--- src/rtl/stack_pgm_loader.sv ---
// Program-memory writer for the stack CPU: byte stream -> validated 16-bit words.
// Optional trailing XOR checksum byte when LOADER_CHECKSUM_EN is defined.
module stack_pgm_loader #(
    parameter int INSTR_WIDTH    = 16,
    parameter int PGRM_MEM_DEPTH = 256,
    parameter int PC_WIDTH       = $clog2(PGRM_MEM_DEPTH)
) (
    input  logic                   clk,
    input  logic                   rst_n,
    input  logic                   start,
    input  logic [7:0]             byte_in,
    input  logic                   byte_valid,
    output logic                   byte_ready,
    output logic                   mem_we,
    output logic [PC_WIDTH-1:0]    mem_addr,
    output logic [INSTR_WIDTH-1:0] mem_wdata,
    output logic                   cpu_run,
    output logic                   busy,
    output logic                   done,
    output logic                   err,
    output logic [PC_WIDTH:0]      instr_count
);

    typedef enum logic [3:0] {
        S_IDLE     = 4'd0,
        S_LEN_HI   = 4'd1,
        S_LEN_LO   = 4'd2,
        S_INSTR_HI = 4'd3,
        S_INSTR_LO = 4'd4,
        S_WRITE    = 4'd5,
        S_DONE     = 4'd6,
        S_ERROR    = 4'd7
`ifdef LOADER_CHECKSUM_EN
        , S_CHECK  = 4'd8
`endif
    } state_t;

    // Highest legal opcode is INVERT; anything above aborts the load.
    localparam logic [4:0]  OP_MAX  = 5'b01000;
    localparam logic [16:0] DEPTH_W = 17'(PGRM_MEM_DEPTH);

    state_t                   state_r, state_s;
    logic [7:0]               len_hi_r, hi_r;
    logic [15:0]              len_r;
    logic [PC_WIDTH-1:0]      addr_r, mem_addr_r;
    logic [PC_WIDTH:0]        count_r, count_inc_s;
    logic [INSTR_WIDTH-1:0]   mem_wdata_r;
    logic                     byte_ready_r, mem_we_r, cpu_run_r, busy_r, done_r, err_r;
    logic                     ready_s, we_s, run_s, busy_s, done_s, err_s;
    logic                     xfer_s, start_ok_s, last_s;
    logic [15:0]              len_s, word_s;
`ifdef LOADER_CHECKSUM_EN
    logic [7:0]               csum_r;

    function automatic logic [7:0] csum_next(input logic [7:0] acc, input logic [7:0] b);
        return acc ^ b;
    endfunction
`endif

    assign xfer_s      = byte_valid & byte_ready_r;
    assign start_ok_s  = start & ((state_r == S_IDLE) | (state_r == S_DONE) | (state_r == S_ERROR));
    assign len_s       = {len_hi_r, byte_in};
    assign word_s      = {hi_r, byte_in};
    assign count_inc_s = count_r + (PC_WIDTH+1)'(1);
    assign last_s      = (16'(count_inc_s) == len_r);

    // State register
    always_ff @(posedge clk or negedge rst_n) begin
        if (!rst_n) begin
            state_r <= S_IDLE;
        end else begin
            state_r <= state_s;
        end
    end

    // Next-state logic
    always_comb begin
        state_s = state_r;
        case (state_r)
            S_IDLE, S_DONE, S_ERROR: begin
                if (start_ok_s) state_s = S_LEN_HI;
                else            state_s = state_r;
            end
            S_LEN_HI: begin
                if (xfer_s) state_s = S_LEN_LO;
                else        state_s = state_r;
            end
            S_LEN_LO: begin
                if (!xfer_s)                                   state_s = state_r;
                else if ((len_s == 16'd0) || ({1'b0, len_s} > DEPTH_W)) state_s = S_ERROR;
                else                                           state_s = S_INSTR_HI;
            end
            S_INSTR_HI: begin
                if (xfer_s) state_s = S_INSTR_LO;
                else        state_s = state_r;
            end
            S_INSTR_LO: begin
                if (!xfer_s)                   state_s = state_r;
                else if (word_s[15:11] > OP_MAX) state_s = S_ERROR;
                else                           state_s = S_WRITE;
            end
            S_WRITE: begin
`ifdef LOADER_CHECKSUM_EN
                if (last_s) state_s = S_CHECK;
`else
                if (last_s) state_s = S_DONE;
`endif
                else        state_s = S_INSTR_HI;
            end
`ifdef LOADER_CHECKSUM_EN
            S_CHECK: begin
                if (!xfer_s)                 state_s = state_r;
                else if (byte_in == csum_r)  state_s = S_DONE;
                else                         state_s = S_ERROR;
            end
`endif
            default: state_s = S_IDLE;
        endcase
    end

    // Output decode from the next state, so the registered outputs track state_r
    always_comb begin
        ready_s = 1'b0;
        we_s    = 1'b0;
        run_s   = 1'b0;
        busy_s  = 1'b0;
        done_s  = 1'b0;
        err_s   = 1'b0;
        case (state_s)
            S_LEN_HI, S_LEN_LO, S_INSTR_HI, S_INSTR_LO: begin
                ready_s = 1'b1;
                busy_s  = 1'b1;
            end
`ifdef LOADER_CHECKSUM_EN
            S_CHECK: begin
                ready_s = 1'b1;
                busy_s  = 1'b1;
            end
`endif
            S_WRITE: begin
                we_s   = 1'b1;
                busy_s = 1'b1;
            end
            S_DONE: begin
                done_s = 1'b1;
                run_s  = 1'b1;
            end
            S_ERROR: begin
                err_s = 1'b1;
            end
            default: begin
                ready_s = 1'b0;
            end
        endcase
    end

    // Output registers
    always_ff @(posedge clk or negedge rst_n) begin
        if (!rst_n) begin
            byte_ready_r <= 1'b0;
            mem_we_r     <= 1'b0;
            cpu_run_r    <= 1'b0;
            busy_r       <= 1'b0;
            done_r       <= 1'b0;
            err_r        <= 1'b0;
        end else begin
            byte_ready_r <= ready_s;
            mem_we_r     <= we_s;
            cpu_run_r    <= run_s;
            busy_r       <= busy_s;
            done_r       <= done_s;
            err_r        <= err_s;
        end
    end

    // Length, holding byte, address/count and write-port datapath
    always_ff @(posedge clk or negedge rst_n) begin
        if (!rst_n) begin
            len_hi_r    <= 8'd0;
            len_r       <= 16'd0;
            hi_r        <= 8'd0;
            addr_r      <= {PC_WIDTH{1'b0}};
            count_r     <= {(PC_WIDTH+1){1'b0}};
            mem_addr_r  <= {PC_WIDTH{1'b0}};
            mem_wdata_r <= {INSTR_WIDTH{1'b0}};
        end else begin
            if (start_ok_s) begin
                addr_r  <= {PC_WIDTH{1'b0}};
                count_r <= {(PC_WIDTH+1){1'b0}};
            end else if (state_r == S_WRITE) begin
                addr_r  <= addr_r + PC_WIDTH'(1);
                count_r <= count_inc_s;
            end
            if (xfer_s && (state_r == S_LEN_HI))   len_hi_r <= byte_in;
            if (xfer_s && (state_r == S_LEN_LO))   len_r    <= len_s;
            if (xfer_s && (state_r == S_INSTR_HI)) hi_r     <= byte_in;
            if ((state_r == S_INSTR_LO) && (state_s == S_WRITE)) begin
                mem_addr_r  <= addr_r;
                mem_wdata_r <= word_s;
            end
        end
    end

`ifdef LOADER_CHECKSUM_EN
    // Running XOR of every streamed byte ahead of the checksum byte
    always_ff @(posedge clk or negedge rst_n) begin
        if (!rst_n) begin
            csum_r <= 8'd0;
        end else if (start_ok_s) begin
            csum_r <= 8'd0;
        end else if (xfer_s && (state_r != S_CHECK)) begin
            csum_r <= csum_next(csum_r, byte_in);
        end
    end
`endif

    assign byte_ready  = byte_ready_r;
    assign mem_we      = mem_we_r;
    assign mem_addr    = mem_addr_r;
    assign mem_wdata   = mem_wdata_r;
    assign cpu_run     = cpu_run_r;
    assign busy        = busy_r;
    assign done        = done_r;
    assign err         = err_r;
    assign instr_count = count_r;

endmodule
--- config.mk ---
export PLATFORM = sky130hd
export DESIGN_NAME = stack_pgm_loader
export DESIGN_NICKNAME = d
export VERILOG_FILES = /design/src/rtl/stack_pgm_loader.sv
export SDC_FILE = /design/constraint.sdc
export NUM_CORES = 1
export LEC_CHECK = 0
export BUFFER_PORTS_ARGS = -buffer_cell sky130_fd_sc_hd__buf_2
export CORE_MARGIN = 3
export CORE_UTILIZATION = 60
export DETAILED_ROUTE_END_ITERATION = 8
export GPL_ROUTABILITY_DRIVEN = 1
export PLACE_DENSITY_LB_ADDON = 0.2
export SETUP_SLACK_MARGIN = 0.05
export SLEW_MARGIN = 20
export SYNTH_ARGS = -nofsm -noshare
export SYNTH_HDL_FRONTEND = slang
export SYNTH_SLANG_ARGS = --single-unit
--- constraint.sdc ---
create_clock -name clk -period 5.9 [get_ports clk]
set_clock_uncertainty 0.1 [all_clocks]
set_input_delay 0.295 -clock clk [delete_from_list [all_inputs] [get_ports clk]]
set_output_delay 0.295 -clock clk [all_outputs]
set_load 0.01 [all_outputs]
## After elaboration in Yosys (flattened, before gate mapping)

Cells that the tools add are included.

- Reductions and logical operators: 11
- Eq/ne operators: 15
- Mux-type cells: 18
- $add $sub $neg: 2
- Magnitude comparators: 2
- Bitwise logic cells: 4

Operators with widths:

| kind | count |
|---|---|
| 4-bit by 3-bit == test with 1-bit output (second input constant) | 8 |
| 4-bit one-hot mux with 6 select lines | 1 |
| 4-bit two-way mux | 5 |
| 9-bit two-way mux | 2 |
| 4-bit by 2-bit == test with 1-bit output (second input constant) | 4 |
| 9-bit by 16-bit == test with 1-bit output | 1 |
| 16-bit by 9-bit > comparator with 1-bit output (second input constant) | 1 |
| 16-bit zero test | 1 |
| 8-bit two-way mux | 2 |
| 9-bit by 1-bit adder with 9-bit output (second input constant) | 1 |
| 8-bit by 1-bit adder with 8-bit output (second input constant) | 1 |
| 4-bit by 1-bit == test with 1-bit output (second input constant) | 2 |
| 3-bit two-way mux | 2 |
| 5-bit by 4-bit > comparator with 1-bit output (second input constant) | 1 |
| 1-bit two-way mux | 5 |
| 5-bit OR reduction | 1 |
| 1-bit logical AND | 4 |
| 4-bit zero test | 1 |
| 4-bit OR reduction | 1 |
| 3-bit OR reduction | 1 |
| 1-bit bitwise AND | 2 |
| 2-bit two-way mux | 1 |
| 1-bit OR | 2 |
| 2-bit nonzero test | 1 |
| 1-bit logical OR | 1 |

- Output and inout port bits: 39
- Register bits after elaboration: 82
- Word-level logic and storage cells: 65
- Bits of input ports: 12

## Logic depth before layout (Yosys ltp)

Gate-level depths: netlist of run 1.

- Depth after elaboration: 9
- Gate-level depth with buffers: 9
- Depth with buffers taken out: 7

## Least setup slack after synthesis of run 1

No wires, ideal clock.

- Path kind: input-to-reg
- From: in byte_in[5]
- To: reg mem_wdata_r[10] (netlist: mem_wdata[10])
- Data arrival time: 2.416 ns
- Buffers on the path: 2
- Path slack: 3.258 ns
- Data required time: 5.675 ns
- Cell stages on the path: 8
- Library setup time: 0.125 ns
- Cells stage by stage: or4_1 or3_4 a31oi_4 nor2_2 or3b_1 buf_6 buf_12 mux2_4

- Cells in the longest elaborated chain, start to end: 7
- Elaborated cells on any way between the ends: 8
- Those cells by class: 1 x order compare; 1 x eq/ne; 3 x mux; 3 x reduce/logical

RTL lines:

| item | line | RTL |
|---|---|---|
| start, declared | 11 | `input logic [7:0] byte_in,` |
| 16-bit by 9-bit > comparator with 1-bit output / 16-bit zero test (equally long branches) | 90 | `else if ((len_s == 16'd0) \|\| ({1'b0, len_s} > DEPTH_W)) state_s = S_ERROR;` |
| 1-bit logical OR (*) | 90 |  |
| 3-bit two-way mux (*) | 90 |  |
| 4-bit two-way mux (*) | 89 | `if (!xfer_s) state_s = state_r;` |
| 4-bit one-hot mux with 6 select lines (*) | 79 | `case (state_r)` |
| 4-bit by 3-bit == test with 1-bit output (*) | 197 | `if ((state_r == S_INSTR_LO) && (state_s == S_WRITE)) begin` |
| 1-bit logical AND (*) | 197 |  |
| end signal, assigned | 185 | `mem_wdata_r <= {INSTR_WIDTH{1'b0}};` |
| end signal, assigned | 199 | `mem_wdata_r <= word_s;` |
| end, declared | 47 | `logic [INSTR_WIDTH-1:0] mem_wdata_r;` |

Mark *: on every way between the ends. The rest lies on a longest branch, timed or not.
A chain may end at the register's enable or synchronous reset.

## Worst setup path in the final report of run 1

- From: reg state_r[2]
- To: reg mem_wdata_r[13] (netlist: mem_wdata[13])

- Cells in the longest elaborated chain, start to end: 8
- Elaborated cells on any way between the ends: 20
- Those cells by class: 8 x eq/ne; 6 x mux; 3 x bitwise; 3 x reduce/logical

RTL lines:

| item | line | RTL |
|---|---|---|
| start, declared | 42 | `state_t state_r, state_s;` |
| start signal, assigned | 72 | `state_r <= state_s;` |
| 4-bit by 3-bit == test with 1-bit output / 4-bit zero test (equally long branches) | 61, 79 |  |
| 1-bit OR (2 in a row) | 61 | `assign start_ok_s = start & ((state_r == S_IDLE) \| (state_r == S_DONE) \| (state_r == S_ERROR));` |
| 1-bit bitwise AND | 61 |  |
| 4-bit two-way mux | 81 | `if (start_ok_s) state_s = S_LEN_HI;` |
| 4-bit one-hot mux with 6 select lines | 79 |  |
| 4-bit by 3-bit == test with 1-bit output | 197 |  |
| 1-bit logical AND (*) | 197 |  |

Marked as above.

==> results of run 1 <==
## layout make-up
class,count,area [sq um],share of cell area
clock inverters,6,71.32,0.01657
inverters,4,15.01,0.003489
repair buffers,51,260.3,0.06048
flip-flops and latches,82,2052,0.4769
multi-input cells,212,1673,0.3888
well taps,75,93.84,0.02181
clock buffers,10,137.6,0.03199
## flip-flops by register name, summed over array words and instances, names as in the netlist
| register | flops |
|---|---|
| mem_we | 1 |
| hi_r | 8 |
| busy | 1 |
| mem_addr | 8 |
| instr_count | 9 |
| len_hi_r | 8 |
| done | 1 |
| byte_ready | 1 |
| mem_wdata | 16 |
| addr_r | 8 |
| err | 1 |
| len_r | 16 |
| state_r | 4 |
## layer usage
layer	GRT usage	vias up	part of all wire
met3	0.05187	8	0.063
met5	0	-	0
met2	0.3357	83	0.47
li1	-	1235	-
met4	0.08633	0	0.014
met1	0.3331	1324	0.45
## cells in the final DEF, fill, tap and decap left out, types with 3 or more instances in the layout
master    instances
nor3_1            5
or4_1             4
nor2_1           13
a21oi_1          15
nand2_1          18
dfrtp_1          82
xor2_1            8
nor4_1            3
or3_1             4
nand3_1           6
inv_1             4
and3_1            6
xnor2_1           9
o31ai_1           3
o41ai_1           3
nand4_1           6
o21ai_0          19
mux2_2           37
clkbuf_8         10
buf_2            49
and2_1            4
mux2_4           18
## worst paths after layout
check                                   start             end
worst max-delay path               state_r[2]   mem_wdata[13]
worst min register to register  mem_wdata[15]   mem_wdata[15]
max in group asynchronous               rst_n  instr_count[0]
worst max register to register     state_r[2]   mem_wdata[13]
worst min-delay path                    rst_n     mem_addr[5]
min in group clk                   byte_in[2]        len_r[2]
## power breakdown
part           internal, mW  leakage, nW  switching (mW)
clock network         0.211       0.0995           0.213
registers             0.591         1.12          0.0271
logic                0.0451         1.03          0.0496
## critical path, delay by kind of cell, from the launching register on
kind                   cells  cell delay, ns
AOI/OAI and AO/OA          1            0.47
buffers and inverters      1            0.28
DFF                        1            0.55
muxes                      1            0.35
and+or+nand+nor            4            1.53
## logic make-up (layout without fill, tap and decap cells)
logic type                 count (synthesis)  count (layout)  share of synthesized area
AOI/OAI and AO/OA                         54              54                    0.09003
xor gates and xnor gates                  17              17                    0.03868
adders and majority gates                  2               2                   0.006499
buffers and inverters                     23              71                    0.03250
DFF                                       82              82                     0.5330
muxes                                     56              56                     0.1810
other                                      1               1                  0.0009740
and+or+nand+nor                           82              82                     0.1173
==> results.cfg, run 1 <==
[min_path]
hold_path_class = in2async

[sta]
max_freq_mhz = 294.3
fin_crit_sh = 0.5759
timing_hold_violations_final = 3
tns_ns = 0
rsz0062_at_grt = no
slew_violations = 0
worst_slew_pin_slew_ns = 0.9968
period_needed_ns = 3.398
hold_ws_ns = -0.001682
fin_ws_ns = 2.502
setup_violations = 0
relSlewSlack = 0.3354

[synth]
synth_area_per_cell_sq_um = 12.14
synth.most_common_cell = dfrtp_1
synth_warnings = 0
syn_nets = 331
ys_top_cells_by_count = dfrtp_1, mux2_2, o21ai_0
syn_inst = 317
synth_largest_area_cell = dfrtp_1
syn-cell-area_sq_um = 3850
synth_edf_count = 0
netlist.area_leader.share = 0.5330
synth.top_cells.by_area = dfrtp_1, mux2_2, mux2_4
synthArstFlopShare = 1.000
yosysSeqAreaShare = 0.5330
synth_cell_types = 50
ys_ff_latch = 82
synth_ff_type = dfrtp_1

[global_route]
grt_usage = 0.2289
grt_antenna_before_repair = 0
grt_max_degree = 83
grt_pass1_wl_um = 12950
grt.overflow.total = 0
grt_pass1_vias = 2519

[worst_setup_path]
cp.arrival_ns = 3.54
cpPeakStageDelay_ns = 0.66
crit_required_ns = 6.04
worstRegToRegCells = 7
path_class = reg2reg
r2r_setup_slack_ns = 2.50
end_kind = register
worstPathCellList = nor4bb_1 > nand3_1 > a31oi_4 > nor2_2 > or3b_1 > buf_4 > mux2_4
crit_slowest_cell = nand3_1
path_max_fanout = 25
cp-start-kind = register

[finish]
area_growth_pct = 11.76
layout-drive-gt1-share = 0.3452
finalCoreUtilization = 0.7100
final_nets = 374
diodes = 0
final_cells = 440
fill_cells = 435
final_cell_area_sq_um = 4303

[status]
violations = hold timing
status = complete, but fails checks

[clock_tree]
cts_setup_buffers = 0
h-tree-depth = 3
clkTransAtPathRegs_ns = 0.09
cts_buffers = 9
ctsRootBufferMaster = clkbuf_8
cts.sinks = 82
clk_latency_ns = 0.35
cts_tree = built
hold_buffers = 0
cts_resized = 0
clk_path_buf_depth = 2

[place]
place_hpwl_um = 5340
globalplace.congestion = 0.8979
dpl_cell_area_sq_um = 4094
place_ws_ns = 2.540
io_buffers = 50
dp.cells = 424

[pwr]
total_power_mw = 1.136
powerDensity_nw_per_um2 = 264.1
p_leak_nw = 2.247
vdd_drop_max_uv = 247.6

[route]
ant_nets = 0
vias_per_cell = 6.023
dr_total_vias = 2650
avgRoutedWirePerCell_um = 17.56
wirelength_um = 7728
first_pass_iters = 4
drt-initial-drc-count = 143
drcViolationCount = 0

[flow_run]
cap_violations = 0

[floorplan]
coreArea_sq_um = 6061
num_rows = 28
die-area_sq_um = 7414
die_h_um = 86.11
initial_utilization = 0.6352
die_w_um = 86.11
ios = 51
Note: power is estimated with default switching activity, not from simulation.
==> inputs of run 2 (changes only) <==
- ABC_AREA: unset -> 1
- CORE_UTILIZATION: 60 -> 52
- clock period: 5.9 -> 2.7 ns (I/O delays scaled with it)
==> run 2 against run 1 <==
  * The flow now finishes without violations
  * Design area grew 3.4%
  * Wire length is 8.8% higher
  * Global-route usage down 1.9 points
  * Sequential share of layout area shrank 1.6 points
  * Worst hold slack gained 0.19 ns
  * First-iteration DRC count up 13%
  * Flip-flop and latch count stayed put
  * Via count up 20%
  * Non-clock buffer count increased by 15
  * Sequential power rose to 2.5 times the previous value
  * Core utilization fell by 7.6 points
==> results.cfg, run 2 <==
[clock_tree]
cts_setup_buffers = 0
cts_buffers = 9
h-tree-depth = 3
cts_tree = built
cts_resized = 0
ctsRootBufferMaster = clkbuf_8
clk_path_buf_depth = 2
clkTransAtPathRegs_ns = 0.09
cts.sinks = 82
clk_latency_ns = 0.35

[synth]
syn_nets = 474
synth_edf_count = 0
ys_top_cells_by_count = nand2_1, dfrtp_1, inv_1
netlist.area_leader.share = 0.5299
synth_warnings = 0
synth_ff_type = dfrtp_1
syn_inst = 460
synth_area_per_cell_sq_um = 8.418
synthArstFlopShare = 1.000
synth_largest_area_cell = dfrtp_1
synth_cell_types = 35
synth.most_common_cell = nand2_1
yosysSeqAreaShare = 0.5299
ys_ff_latch = 82
synth.top_cells.by_area = dfrtp_1, nand2_1, inv_1
syn-cell-area_sq_um = 3872

[finish]
area_growth_pct = 14.93
finalCoreUtilization = 0.6340
final_cell_area_sq_um = 4451
final_nets = 534
layout_common_cells = nand2_1, dfrtp_1, inv_1
layout-drive-gt1-share = 0.1810
diodes = 0
fill_cells = 633
final_common_cell = nand2_1

[pwr]
p_leak_nw = 2.364
vdd_drop_max_uv = 434.5
powerDensity_nw_per_um2 = 690.3

[floorplan]
die_w_um = 92.30
ios = 51
initial_utilization = 0.5517
die-area_sq_um = 8518
die_h_um = 92.30
coreArea_sq_um = 7019
num_rows = 30

[sta]
worst_slew_pin_slew_ns = 0.7179
max_freq_mhz = 417.8
period_needed_ns = 2.393
rsz0062_at_grt = no
slew_violations = 0
setup_violations = 0
tns_ns = 0
timing_hold_violations_final = 0
relSlewSlack = 0.5214
fin_crit_sh = 0.8865

[place]
io_buffers = 50
dpl_cell_area_sq_um = 4156
place_hpwl_um = 5968
globalplace.congestion = 0.9263

[worst_setup_path]
worstRegToRegCells = 15
cp.arrival_ns = 2.54
r2r_setup_slack_ns = 0.31
r2r-end = busy
end_kind = register
path_class = reg2reg
r2r-start = instr_count[1]
cp-start-kind = register
crit_required_ns = 2.85
path_max_fanout = 20

[route]
first_pass_iters = 4
dr_total_vias = 3186
vias_per_cell = 5.130
wirelength_um = 8409
ant_nets = 0
avgRoutedWirePerCell_um = 13.54
drcViolationCount = 0
drt-initial-drc-count = 162

[global_route]
grt.overflow.total = 0
grt_pass1_vias = 3095
grt_antenna_before_repair = 0
grt_max_degree = 83
grt_usage = 0.2103
grt_pass1_wl_um = 14330

[min_path]
min_to = addr_r[4]
hold_path_class = in2reg
hold_start = start
hold_depth = 4

[flow_run]
cap_violations = 0

[status]
status = finished clean
-- run 2: cell type report --
type	instances	area (sq um)	area share
well taps	96	120.1	0.02699
inverters	60	225.2	0.05060
flip-flops and latches	82	2052	0.4611
multi-input cells	301	1454	0.3267
clock buffers	9	123.9	0.02783
clock inverters	7	76.32	0.01715
repair buffers	66	399.1	0.08968
-- run 2: kinds of logic after synthesis --
group	after synthesis	synth area share
other	1	0.0009684
buffers and inverters	77	0.09467
XOR/XNOR	2	0.004524
flip-flops	82	0.5299
AO/OA/AOI/OAI	59	0.08336
adder cells (fa/ha/maj)	2	0.006461
AND/OR/NAND/NOR	237	0.2801
-- run 2: worst max path at each step --
stage                         startpoint      endpoint  depth (start not counted)
after floorplan           instr_count[0]   mem_addr[0]                         15
after global placement    instr_count[1]          busy                         15
after detailed placement  instr_count[1]  mem_wdata[8]                         14
after CTS                 instr_count[1]  mem_wdata[8]                         14
after global routing      instr_count[1]  mem_wdata[6]                         14
final                     instr_count[1]          busy                         15
-- run 2: through the flow --
stage / setup WS, ns / power (mW) / hold slack (ns) / std cells
2_1_floorplan: 0.6284 / 1.974 / -0.2606 / 460
3_3_place_gp: 0.3686 / 2.173 / 0.2694 / 596
3_5_place_dp: 0.3118 / 2.196 / 0.2738 / 596
4_1_cts: 0.3105 / 3.106 / 0.1711 / 621
5_1_grt: 0.06930 / 3.271 / 0.2154 / 621
6_report: 0.3066 / 3.072 / 0.1839 / 621
-- run 2: repair_timing --
action / 4_1_cts / 5_1_grt
endpoints found under the hold margin: 95 / 0
hold buffers: 9 / 0
endpoints found under the setup margin: 0 / 0
-- run 2: worst max-delay path: stages (launching register included) --
cell and delay (ns):
dfrtp_1 0.44, ha_1 0.35, inv_1 0.05, nand2_1 0.05, nand2_1 0.04, nor2_1 0.09, nand2_1 0.05, nor2_1 0.08
nand3_1 0.09, nor2_2 0.12, nand4_1 0.11, nand2_2 0.21, buf_4 0.29, inv_1 0.09, nand2_1 0.07, nand2_1 0.05
-- run 2: metal layers --
metal  wire, um  up-vias  global-route usage
met1       4047     1480              0.2871
met2       3841       88              0.3358
li1           -     1604                   -
met5          0        -                   0
met3        372       14             0.03493
met4        147        0             0.08540
-- run 2: power by group --
group          internal (mW)  switching (mW)
clock network          0.433           0.460
registers               1.43           0.125
logic                  0.235           0.390
total                   2.10           0.975
